[config.mk]
export PLATFORM = sky130hd
export DESIGN_NAME = lx32_insn_encoder
export DESIGN_NICKNAME = d
export VERILOG_FILES = /design/src/rtl/lx32_arch_pkg.sv /design/src/rtl/lx32_sync_fifo.sv /design/src/rtl/lx32_insn_encoder.sv
export SDC_FILE = /design/constraint.sdc
export NUM_CORES = 1
export LEC_CHECK = 0
export ABC_CLOCK_PERIOD_IN_PS = 3500
export BUFFER_PORTS_ARGS = -buffer_cell sky130_fd_sc_hd__buf_2
export CORE_MARGIN = 2
export CORE_UTILIZATION = 58
export CTS_CLUSTER_DIAMETER = 150
export DETAILED_ROUTE_END_ITERATION = 7
export GPL_TIMING_DRIVEN = 0
export PLACE_DENSITY = 0.79
export SLEW_MARGIN = 30
export SYNTH_ARGS = -nofsm -noshare
export SYNTH_HDL_FRONTEND = slang
export SYNTH_SLANG_ARGS = --single-unit
[constraint.sdc]
create_clock -name clk -period 3.5 [get_ports clk]
set_input_delay 0.175 -clock clk [delete_from_list [all_inputs] [get_ports clk]]
set_output_delay 0.175 -clock clk [all_outputs]
set_load 0.01 [all_outputs]
[src/rtl/lx32_arch_pkg.sv]
// LX32 architectural constants, encoder formats and error codes.
// Also holds the put_*_imm helpers, which scatter an immediate into its RV32 bit positions.
package lx32_arch_pkg;

    localparam logic [6:0] OP_LOAD   = 7'b0000011;
    localparam logic [6:0] OP_IMM    = 7'b0010011;
    localparam logic [6:0] OP_AUIPC  = 7'b0010111;
    localparam logic [6:0] OP_STORE  = 7'b0100011;
    localparam logic [6:0] OP_LUI    = 7'b0110111;
    localparam logic [6:0] OP_BRANCH = 7'b1100011;
    localparam logic [6:0] OP_JALR   = 7'b1100111;
    localparam logic [6:0] OP_JAL    = 7'b1101111;

    localparam logic [31:0] NOP_INSN = 32'h0000_0013;

    typedef enum logic [2:0] {
        FMT_I, FMT_S, FMT_B, FMT_U, FMT_J, FMT_BAD
    } insn_fmt_e;

    typedef enum logic [1:0] {
        ERR_NONE   = 2'd0,
        ERR_OPCODE = 2'd1,
        ERR_RANGE  = 2'd2,
        ERR_ALIGN  = 2'd3
    } err_code_e;

    // One FIFO entry: 2 + 32 + 32 = 66 bits.
    typedef struct packed {
        err_code_e   err_code;
        logic [31:0] addr;
        logic [31:0] insn;
    } out_entry_t;

    function automatic insn_fmt_e fmt_of(input logic [6:0] op);
        case (op)
            OP_IMM, OP_LOAD, OP_JALR: return FMT_I;
            OP_STORE:                 return FMT_S;
            OP_BRANCH:                return FMT_B;
            OP_LUI, OP_AUIPC:         return FMT_U;
            OP_JAL:                   return FMT_J;
            default:                  return FMT_BAD;
        endcase
    endfunction

    // Each helper returns a word with only the immediate bits populated.
    function automatic logic [31:0] put_i_imm(input logic [11:0] imm);
        return {imm[11:0], 20'b0};
    endfunction

    function automatic logic [31:0] put_s_imm(input logic [11:0] imm);
        return {imm[11:5], 13'b0, imm[4:0], 7'b0};
    endfunction

    function automatic logic [31:0] put_b_imm(input logic [12:1] imm);
        return {imm[12], imm[10:5], 13'b0, imm[4:1], imm[11], 7'b0};
    endfunction

    function automatic logic [31:0] put_u_imm(input logic [31:12] imm);
        return {imm[31:12], 12'b0};
    endfunction

    function automatic logic [31:0] put_j_imm(input logic [20:1] imm);
        return {imm[20], imm[10:1], imm[11], imm[19:12], 12'b0};
    endfunction

endpackage

[src/rtl/lx32_sync_fifo.sv]
// Generic synchronous first-word-fall-through FIFO with flush.
// Latency: write at edge N is visible on rd_dat after edge N; pop does not free space for a same-cycle push.
// Backpressure: full blocks writes; flush empties and drops any same-edge push/pop.
module lx32_sync_fifo #(
    parameter int WIDTH = 66,
    parameter int DEPTH = 4
) (
    input  logic             clk,
    input  logic             rst_n,
    input  logic             flush,
    input  logic             wr_vld,
    input  logic [WIDTH-1:0] wr_dat,
    output logic             full,
    output logic             rd_vld,
    input  logic             rd_rdy,
    output logic [WIDTH-1:0] rd_dat
);

    localparam int AW = (DEPTH > 1) ? $clog2(DEPTH) : 1;
    localparam int CW = AW + 1;

    logic [WIDTH-1:0] mem_q [DEPTH];
    logic [AW-1:0]    wr_ptr_q, wr_ptr_d;
    logic [AW-1:0]    rd_ptr_q, rd_ptr_d;
    logic [CW-1:0]    count_q, count_d;
    logic [WIDTH-1:0] hold_q, hold_d;
    logic             empty, push, pop;

    assign empty  = (count_q == '0);
    assign full   = (count_q == CW'(DEPTH));
    assign rd_vld = !empty;
    assign push   = wr_vld && !full && !flush;
    assign pop    = rd_rdy && !empty && !flush;
    // When empty, present the last head so the outputs hold their value.
    assign rd_dat = empty ? hold_q : mem_q[rd_ptr_q];

    always_comb begin
        wr_ptr_d = wr_ptr_q;
        rd_ptr_d = rd_ptr_q;
        count_d  = count_q;
        hold_d   = rd_dat;
        if (flush) begin
            wr_ptr_d = '0;
            rd_ptr_d = '0;
            count_d  = '0;
        end else begin
            if (push) wr_ptr_d = wr_ptr_q + AW'(1);
            if (pop)  rd_ptr_d = rd_ptr_q + AW'(1);
            case ({push, pop})
                2'b10:   count_d = count_q + CW'(1);
                2'b01:   count_d = count_q - CW'(1);
                default: count_d = count_q;
            endcase
        end
    end

    always_ff @(posedge clk) begin
        if (!rst_n) begin
            wr_ptr_q <= '0;
            rd_ptr_q <= '0;
            count_q  <= '0;
            hold_q   <= '0;
        end else begin
            wr_ptr_q <= wr_ptr_d;
            rd_ptr_q <= rd_ptr_d;
            count_q  <= count_d;
            hold_q   <= hold_d;
        end
    end

    always_ff @(posedge clk) begin
        if (rst_n && push) mem_q[wr_ptr_q] <= wr_dat;
    end

endmodule

[src/rtl/lx32_insn_encoder.sv]
// Streaming RV32 encoder: range-checks and packs fields, tags with a word address, queues in a FWFT FIFO.
// Latency: combinational encode, written at the accepting edge; out_valid the next cycle when empty.
// Backpressure: req_ready drops when the FIFO is full or flush is high; outputs hold while out_ready is low.
module lx32_insn_encoder
    import lx32_arch_pkg::*;
#(
    parameter int          FIFO_DEPTH = 4,
    parameter logic [31:0] RESET_ADDR = 32'h0000_0000
) (
    input  logic        clk,
    input  logic        rst_n,
    input  logic        req_valid,
    output logic        req_ready,
    input  logic [6:0]  req_opcode,
    input  logic [4:0]  req_rd,
    input  logic [4:0]  req_rs1,
    input  logic [4:0]  req_rs2,
    input  logic [2:0]  req_funct3,
    input  logic [31:0] req_imm,
    input  logic        addr_load,
    input  logic [31:0] addr_load_val,
    input  logic        flush,
    output logic        out_valid,
    input  logic        out_ready,
    output logic [31:0] out_insn,
    output logic [31:0] out_addr,
    output logic        out_err,
    output logic [1:0]  out_err_code,
    output logic [7:0]  err_cnt
);

    logic               fifo_full;
    logic               push;
    insn_fmt_e          fmt;
    err_code_e          err_code;
    logic signed [31:0] simm;
    logic [31:0]        insn_raw;
    logic [31:0]        ld_val;
    out_entry_t         push_entry;
    out_entry_t         head;
    logic [31:0]        addr_q, addr_d;
    logic [7:0]         err_cnt_q, err_cnt_d;

    assign req_ready = !fifo_full && !flush;
    assign push      = req_valid && req_ready;
    assign simm      = signed'(req_imm);
    assign ld_val    = addr_load_val & ~32'h3;

    always_comb begin
        fmt      = fmt_of(req_opcode);
        err_code = ERR_NONE;
        insn_raw = '0;
        case (fmt)
            FMT_I: begin
                if (simm < -32'sd2048 || simm > 32'sd2047) err_code = ERR_RANGE;
                insn_raw = put_i_imm(req_imm[11:0])
                         | {12'b0, req_rs1, req_funct3, req_rd, req_opcode};
            end
            FMT_S: begin
                if (simm < -32'sd2048 || simm > 32'sd2047) err_code = ERR_RANGE;
                insn_raw = put_s_imm(req_imm[11:0])
                         | {7'b0, req_rs2, req_rs1, req_funct3, 5'b0, req_opcode};
            end
            FMT_B: begin
                // Range beats alignment when both are violated.
                if (simm < -32'sd4096 || simm > 32'sd4094) err_code = ERR_RANGE;
                else if (req_imm[0])                      err_code = ERR_ALIGN;
                insn_raw = put_b_imm(req_imm[12:1])
                         | {7'b0, req_rs2, req_rs1, req_funct3, 5'b0, req_opcode};
            end
            FMT_U: begin
                if (req_imm[11:0] != 12'h0) err_code = ERR_ALIGN;
                insn_raw = put_u_imm(req_imm[31:12]) | {20'b0, req_rd, req_opcode};
            end
            FMT_J: begin
                if (simm < -32'sd1048576 || simm > 32'sd1048574) err_code = ERR_RANGE;
                else if (req_imm[0])                            err_code = ERR_ALIGN;
                insn_raw = put_j_imm(req_imm[20:1]) | {20'b0, req_rd, req_opcode};
            end
            default: err_code = ERR_OPCODE;
        endcase

        push_entry.err_code = err_code;
        push_entry.addr     = addr_q;
        push_entry.insn     = (err_code == ERR_NONE) ? insn_raw : NOP_INSN;
    end

    always_comb begin
        addr_d    = addr_q;
        err_cnt_d = err_cnt_q;
        if (addr_load)  addr_d = ld_val;
        else if (push)  addr_d = addr_q + 32'd4;
        if (push && err_code != ERR_NONE && err_cnt_q != 8'hFF)
            err_cnt_d = err_cnt_q + 8'd1;
    end

    always_ff @(posedge clk) begin
        if (!rst_n) begin
            addr_q    <= RESET_ADDR;
            err_cnt_q <= '0;
        end else begin
            addr_q    <= addr_d;
            err_cnt_q <= err_cnt_d;
        end
    end

    lx32_sync_fifo #(
        .WIDTH ($bits(out_entry_t)),
        .DEPTH (FIFO_DEPTH)
    ) u_fifo (
        .clk    (clk),
        .rst_n  (rst_n),
        .flush  (flush),
        .wr_vld (push),
        .wr_dat (push_entry),
        .full   (fifo_full),
        .rd_vld (out_valid),
        .rd_rdy (out_ready),
        .rd_dat (head)
    );

    assign out_insn     = head.insn;
    assign out_addr     = head.addr;
    assign out_err_code = head.err_code;
    assign out_err      = (head.err_code != ERR_NONE);
    assign err_cnt      = err_cnt_q;

endmodule

Word-level counts from Yosys, hierarchy flattened. Memories as Yosys holds them, arrays and structs flattened. A register that Yosys moved wholly into a read port is not among the register bits. Index checks and enable logic that the tools add are counted.

ROM bits: 0. Register bits: 113. Memories kept: 1. Output and inout bits: 77. Latch bits: 0. Bits in writable memories: 264.

Memory list: u_fifo.mem_q (depth 4, width 66, read ports 1, clocked after Yosys merged registers in 1, write ports 1, RTL line lx32_sync_fifo.sv:22) `logic [WIDTH-1:0] mem_q [DEPTH];`.

$lt $le $gt $ge: 6. Equality and inequality tests: 16. Divide/modulo/power cells: 0. Muxes and demuxes: 17. Bitwise gates (word level): 6. Reductions and logical operators: 28. $mul: 0. Add/sub/neg operators: 6. Shift operators: 0.

Operators by type and width (count): $pmux 32 s5 (1); $mux 32 (3); $mux 66 (1); $or 32x12->32 (2); $or 32x25->32 (2); $add 32x3->32 const B (1); $gt 32x12->1 const B (1); $gt 32x13->1 const B (1); $gt 32x21->1 const B (1); $lt 32x12->1 const B (1); $lt 32x13->1 const B (1); $lt 32x21->1 const B (1); $or 32x20->32 (1); $eq 7x7->1 const B (3); $pmux 3 s5 (1); $eq 7x5->1 const B (2); $eq 7x6->1 const B (2); $mux 2 (7); $reduce_bool 12->1 (1); $logic_and 1x1->1 (9); $add 8x1->8 const B (1); $ne 8x8->1 const B (1); $pmux 2 s4 (1); $reduce_bool 2->1 (4); other kinds (18) (30).

Depth between registers and ports, before layout. Gate-level depths: netlist of run 1.

Depth in word-level cells: 9. Depth in mapped cells: 11. Gate-level depth less buffers: 10.

By module. Synthesis of run 1 repeated with hierarchy kept, for this count alone.

Cells, all modules: 1002. Area total of the unflattened synthesis: 15718.8 sq um.

Modules (own cells, without submodules): lx32_sync_fifo (times used 1, area an instance 12659.6 sq um, cells each 612, seq. area each 9429.0 sq um); lx32_insn_encoder (times used 1, area an instance 3059.2 sq um, cells each 390, seq. area each 760.7 sq um).

Worst setup path after synthesis of run 1. No wires, ideal clock.

Kind: register to register. Start: register u_fifo.count_q[2]. End: memory u_fifo.mem_q[0][0], enable pin. Arrival time: 2.713 ns. Library setup time: 0.429 ns. Path slack: 0.357 ns. Data required time: 3.071 ns. Stages on the path, launching flop included: 5. Period minus slack after synthesis: 3.143 ns. Path buffers: 1. Path through: dfxtp_1 nor3b_1 nor3b_4 clkbuf_1 and3_1.

Cells in the longest elaborated chain, start to end: 9.

Ends and longest elaborated chain: start, declared (RTL line lx32_sync_fifo.sv:25) `logic [CW-1:0] count_q, count_d;`; start signal, assigned (RTL line lx32_sync_fifo.sv:66) `count_q <= count_d;`; $eq 3x3->1 (*) (RTL line lx32_sync_fifo.sv:30) `assign full = (count_q == CW'(DEPTH));`; $logic_not 1->1 (*) (RTL line lx32_sync_fifo.sv:32, lx32_insn_encoder.sv:44); $logic_and 1x1->1 (RTL line lx32_insn_encoder.sv:44) `assign req_ready = !fifo_full && !flush;`; $logic_and 1x1->1 (RTL line lx32_insn_encoder.sv:45) `assign push = req_valid && req_ready;`; $logic_and 1x1->1 (*) (2 in a row) (RTL line lx32_sync_fifo.sv:32) `assign push = wr_vld && !full && !flush;`; $logic_and 1x1->1 (*) (RTL line lx32_sync_fifo.sv:72) `if (rst_n && push) mem_q[wr_ptr_q] <= wr_dat;`; $mux 1 (*) (RTL line lx32_sync_fifo.sv:72); $mux 1 (not written as such) (*) (RTL line lx32_sync_fifo.sv:72); end, declared (RTL line lx32_sync_fifo.sv:22).

Every way passes the cells marked *; elsewhere a longest branch is shown, timed or not.

==> results of run 1 <==
## metal layers
metal,wire length [um],share of wire (%),vias up,global-route usage (%)
met5,13,0.035,-,0
met4,1272,3.5,2,10.59
met3,2657,7.2,103,4.970
met2,18520,50,486,47.58
met1,14310,39,5002,35.04
li1,-,-,4581,-
## layout make-up
cell class	count	area (sq um)	share of cell area [%]
Tap cell	330	412.9	2.281
Sequential cell	369	9950	54.96
Clock inverter	21	316.6	1.749
Timing Repair Buffer	196	1166	6.441
Inverter	20	75.07	0.4147
Clock buffer	49	1107	6.117
Multi-Input combinational cell	683	4852	26.80
Buffer	56	224.0	1.237
## repair_timing
action / 4_1_cts / 5_1_grt
resized for setup: 0 / 0
setup buffers: 0 / 0
endpoints found under the hold margin: 25 / 0
hold buffers: 25 / 0
## worst paths after layout
check / from / slack (ns) / end / cells after the start
worst min register to register: u_fifo.hold_q[32] / 0.48 / u_fifo.hold_q[32] / 1
worst max-delay path: flip-flop / 0.18 / out_err / 6
worst min-delay path: addr_load_val[20] / 0.02 / addr_q[20] / 3
worst max register to register: u_fifo.count_q[2] / 0.56 / u_fifo.count_q[2] / 9
## worst max-delay path: stages (launching register included)
cell	delay (ns)
dfxtp_1	0.30
clkbuf_1	0.58
clkbuf_1	0.61
mux4_2	0.42
mux2i_1	0.36
nand2_1	0.17
buf_2	0.18
## sequential cells by signal (all words and copies together), names as in the netlist, named ones only
name / flops
u_fifo.count_q: 3
u_fifo.mem_q: 256
addr_q: 30
u_fifo.hold_q: 66
u_fifo.rd_ptr_q: 2
u_fifo.wr_ptr_q: 2
err_cnt: 8
## stage by stage
| step | hold slack, ns | TNS (ns) | power [mW] |
|---|---|---|---|
| after floorplan | 0.3177 | 0 | 5.173 |
| after global placement | 0.4172 | -321.28 | 5.410 |
| after detailed placement | 0.4201 | 0 | 5.431 |
| after CTS | 0.01720 | 0 | 9.918 |
| after global routing | 0.03144 | 0 | 10.14 |
| final | 0.02345 | 0 | 9.897 |
## power groups by stage
stage,sequential [mW],combinational (mW),clock [mW]
5_1_grt,4.82,0.619,4.71
3_3_place_gp,4.89,0.520,0
2_1_floorplan,4.88,0.298,0
6_report,4.81,0.568,4.52
4_1_cts,4.80,0.565,4.55
3_5_place_dp,4.90,0.535,0
## layout by cell type (no fill, tap or decap), types with 25 or more instances in the layout
master	n
buf_2	175
a21oi_1	29
dlygate4sd3_1	25
clkbuf_1	50
and2_1	66
mux4_2	64
edfxtp_1	256
dfxtp_1	113
nor2_1	77
clkbuf_16	42
nand2_1	218
## kinds of logic (layout without fill, tap and decap cells)
family,after synthesis,in the layout,share of synthesized area [%]
XOR/XNOR,33,33,1.920
adder cells (fa/ha/maj),8,8,0.7147
other,1,8,0.02491
AND/OR/NAND/NOR,469,469,15.07
flip-flops,369,369,66.09
buffers and inverters,76,342,1.986
AO/OA/AOI/OAI,90,90,3.890
multiplexers,75,75,10.31
==> flow_metrics.py, run 1 <==
metrics = {
    "floorplanning": {
        "die-area_sq_um": 27260,
        "num_rows": 58,
        "initial_utilization_pct": 59.44,
        "dieHeight_um": 165.1,
        "die_w_um": 165.1,
        "core_region_area_sq_um": 25330,
        "ios": 172,
    },
    "pwr": {
        "clock_power_share_pct": 45.7,
        "switching_share_pct": 21.18,
        "internal_power_mw": 7.801,
        "p_comb_share_pct": 5.7,
        "power_density_nw_per_um2": 546.7,
        "p_switching_mw": 2.096,
        "p_seq_share_pct": 48.6,
        "p_leak_nw": 6.522,
        "irDropWorstVdd_mv": 0.4298,
    },
    "global_route": {
        "antenna_found_initial": 1,
        "grt_pass1_vias": 10300,
        "grt_pass1_wl_um": 56290,
        "grt_max_degree": 39,
        "grt_usage_pct": 27.59,
        "grt_overflow": 0,
    },
    "placement": {
        "dpl.hpwl_um": 23960,
        "numPortBuffers": 167,
        "gp_congestion": 0.9293,
        "dpl_cell_area_sq_um": 16430,
        "dp.cells": 1629,
        "dp_slack_ns": 0.3453,
    },
    "setup_path": {
        "worst_setup_path_end_kind": "primary output",
        "crit_type": "reg -> out",
        "arrival_ns": 3.15,
        "start_kind": "flip-flop",
        "cp_max_fo": 10,
        "critPathRequiredTime_ns": 3.32,
    },
    "yosys": {
        "synthFlopType": "edfxtp_1",
        "yosys-top-cells-count": "256 x edfxtp_1, 218 x nand2_1, 113 x dfxtp_1",
        "ys_warn_count": 0,
        "synth.largest_area_cell": "edfxtp_1",
        "syn_avg_cell_area_sq_um": 13.43,
        "yosysSeqAreaShare_pct": 66.09,
        "yosys_register_bits": 369,
        "synth_top_area_share_pct": 51.06,
        "synth_area_sq_um": 15050,
        "synth_most_common_cell": "edfxtp_1",
        "ys_async_sr_fraction_pct": 0,
        "synth_cell_types": 59,
        "synth_cells": 1121,
        "synth_edf_count": 256,
        "ys_top_cells_by_area": "edfxtp_1 51%, dfxtp_1 15%, mux4_2 9.6%",
    },
    "sta": {
        "min_period_ns": 3.321,
        "fmax_mhz": 301.1,
        "rsz0062_at_grt": "no",
        "slew_violations": 0,
        "period_share_pct": 94.89,
        "relSlewSlack_pct": 43.59,
        "setup_violations": 0,
        "worst_slew_pin_slew_ns": 0.8443,
        "fin_ws_ns": 0.1789,
        "final_hold_viol_count": 0,
        "fin_skew_ns": 0.01052,
    },
    "routing": {
        "drtPass1Iterations": 7,
        "dr_total_vias": 10170,
        "drt_wl_total_um": 36770,
        "wl_per_cell_um": 21.33,
        "routed_via_density": 5.901,
        "drcViolationCount": 0,
        "ant_nets": 0,
        "drt_iter0_markers": 855,
    },
    "clock_tree": {
        "cts-root-buf": "clkbuf_16",
        "cts_tree": "done",
        "cts_buffers": 38,
        "cts.sinks": 369,
        "clockBufferDepth": 3,
        "h-tree-depth": 2,
        "clk_pin_slew_ns": 0.06,
        "clock_latency_ns": 0.53,
    },
    "min_path": {
        "hold_class": "in -> reg",
    },
    "layout": {
        "antenna_cells": 0,
        "fillers": 1669,
        "instances_no_fill": 1724,
        "syn2layout_area_growth_pct": 20.25,
        "final_util_pct": 71.48,
        "layout-drive-gt1-share_pct": 23.67,
        "stdcell_area_sq_um": 18100,
        "final_nets": 1467,
    },
    "run": {
        "drv_cap": 0,
    },
    "run_status": {
        "status": "finished clean",
    },
}
No activity file was read; power rests on OpenSTA's default activity.
==> run 2, diff against run 1 <==
--- a/config.mk
+++ b/config.mk
@@ -12,7 +12,8 @@
 export CTS_CLUSTER_DIAMETER = 150
 export DETAILED_ROUTE_END_ITERATION = 7
 export GPL_TIMING_DRIVEN = 0
-export PLACE_DENSITY = 0.79
+export PLACE_DENSITY = 0.85
+export REMOVE_ABC_BUFFERS = 1
 export SLEW_MARGIN = 30
 export SYNTH_ARGS = -nofsm -noshare
 export SYNTH_HDL_FRONTEND = slang
==> flow_metrics.py, run 2 (synthesized netlist as in run 1, its figures left out) <==
metrics = {
    "layout": {
        "largest_reg_flops": 256,
        "instances_no_fill": 1679,
        "final_common_cell": "edfxtp_1",
        "syn2layout_area_growth_pct": 18.78,
        "antenna_cells": 0,
        "layout-drive-gt1-share_pct": 24.09,
        "largest-register": "u_fifo.mem_q",
        "reg.largest.list": "u_fifo.mem_q (256), u_fifo.hold_q (66), addr_q (30)",
        "layout_common_cells": "256 x edfxtp_1, 218 x nand2_1, 168 x buf_2",
        "final_nets": 1423,
        "fillers": 1671,
    },
    "setup_path": {
        "cp_max_fo": 17,
        "timing.rr.end": "addr_q[16]",
        "regToRegStartpoint": "u_fifo.count_q[0]",
        "slowest_stage": "nor3b_4",
        "crit_type": "reg -> reg",
        "r2r_cells": 8,
        "worst_setup_path_end_kind": "flip-flop",
        "critPathRequiredTime_ns": 3.91,
        "slowest_delay_ns": 0.73,
        "arrival_ns": 3.49,
        "crit_path_start": "u_fifo.count_q[0]",
        "reg2reg_slack_ns": 0.42,
        "crit_chain": "nor3b_1 -> nor3b_4 -> inv_1 -> nor4_1 -> nand4_1 -> xor2_1 -> o21ai_0 -> and2_1",
        "crit_end": "addr_q[16]",
        "start_kind": "flip-flop",
    },
    "pwr": {
        "power_density_nw_per_um2": 525.5,
        "p_leak_nw": 6.420,
        "irDropWorstVdd_mv": 0.3894,
        "p_total_mw": 9.396,
    },
    "sta": {
        "min_period_ns": 3.081,
        "relSlewSlack_pct": 37.43,
        "slew_violations": 0,
        "final_hold_viol_count": 0,
        "holdWs_ns": 0.01288,
        "fmax_mhz": 324.6,
        "rsz0062_at_grt": "no",
        "fin_skew_ns": 0.01046,
        "setup-tns-final_ns": 0,
        "period_share_pct": 88.02,
        "setup_violations": 0,
        "worst_slew_pin_slew_ns": 0.9386,
    },
    "run": {
        "drv_cap": 0,
    },
    "placement": {
        "numPortBuffers": 169,
        "dpl.hpwl_um": 20050,
        "gp_congestion": 0.8768,
        "dp.cells": 1586,
    },
    "floorplanning": {
        "die_w_um": 165.1,
        "die-area_sq_um": 27260,
        "core_region_area_sq_um": 25330,
        "num_rows": 58,
        "ios": 172,
        "initial_utilization_pct": 59.44,
        "dieHeight_um": 165.1,
    },
    "routing": {
        "ant_nets": 0,
        "dr_total_vias": 9807,
        "drt_wl_total_um": 33460,
        "routed_via_density": 5.841,
        "drcViolationCount": 0,
        "drtPass1Iterations": 7,
        "drt_iter0_markers": 861,
        "wl_per_cell_um": 19.93,
    },
    "global_route": {
        "grt_usage_pct": 24.79,
        "grt_pass1_vias": 9875,
        "antenna_found_initial": 0,
        "grt_max_degree": 92,
        "grt_overflow": 0,
        "grt_pass1_wl_um": 51740,
    },
    "clock_tree": {
        "cts_tree": "done",
        "cts.sinks": 369,
        "cts_buffers": 37,
        "clock_latency_ns": 0.52,
        "cts-root-buf": "clkbuf_16",
        "clockBufferDepth": 3,
        "clk_pin_slew_ns": 0.06,
        "h-tree-depth": 2,
    },
    "run_status": {
        "status": "finished clean",
    },
    "min_path": {
        "hold_class": "in -> reg",
    },
}
run 2: cell types whose count changed in the layout (fill, tap and decap cells not counted), sizes merged:
cell / change
clkbuf: -42
clkinvlp: -4
buf: +3
bufinv: -3
inv: +1
run 2: power breakdown:
group          switching (mW)  total, mW  internal (mW)
sequential             0.0674       4.80           4.74
combinational           0.320      0.549          0.229
clock                    1.60       4.04           2.44
run 2: layer usage:
metal / GRT usage, % / routed length, um / share of wire [%]
met1: 31.96 / 13310 / 40
met2: 42.22 / 16910 / 51
met3: 3.521 / 2119 / 6.3
met4: 11.07 / 1122 / 3.4
met5: 0 / 0 / 0
run 2: timing repair:
item | CTS | global route
hold buffers | 25 | 0
hold endpoints to repair | 25 | 0
gates resized for setup | 0 | 0
setup buffers | 0 | 0
run 2: worst max-delay path: cells and delay by family, from the launching register on:
kind                   cells  cell delay (ns)
AND/OR/NAND/NOR            5             1.96
buffers and inverters      1             0.35
XOR/XNOR                   1             0.17
flip-flops                 1             0.42
AO/OA/AOI/OAI              1             0.08
run 2: metrics by stage:
step                      worst slack [ns]  cell area [sq um]  util [%]
final                               0.4193              17880     70.61
after global routing                0.2296              17880     70.61
after CTS                           0.4554              17880     70.61
after detailed placement            0.5066              16390     64.72
after global placement              -9.763              16120     63.63
after floorplan                     -3.727              14860         -
run 2: final cells by class:
class	count	area [sq um]	area share, %
flip-flops and latches	369	9957	55.68
repair buffers	209	1338	7.480
well taps	330	412.9	2.309
multi-input cells	683	4857	27.16
clock inverters	15	201.4	1.127
inverters	20	77.57	0.4338
clock buffers	53	1039	5.807
run 2: worst min-delay path by stage:
stage	end	cells after the start	start
CTS	addr_q[16]	4	addr_load_val[16]
detailed placement	addr_q[11]	3	addr_load_val[11]
global route	addr_q[14]	4	addr_load_val[14]
floorplan	addr_q[14]	1	rst_n
finish	addr_q[16]	4	addr_load_val[16]
global placement	addr_q[11]	3	addr_load_val[11]
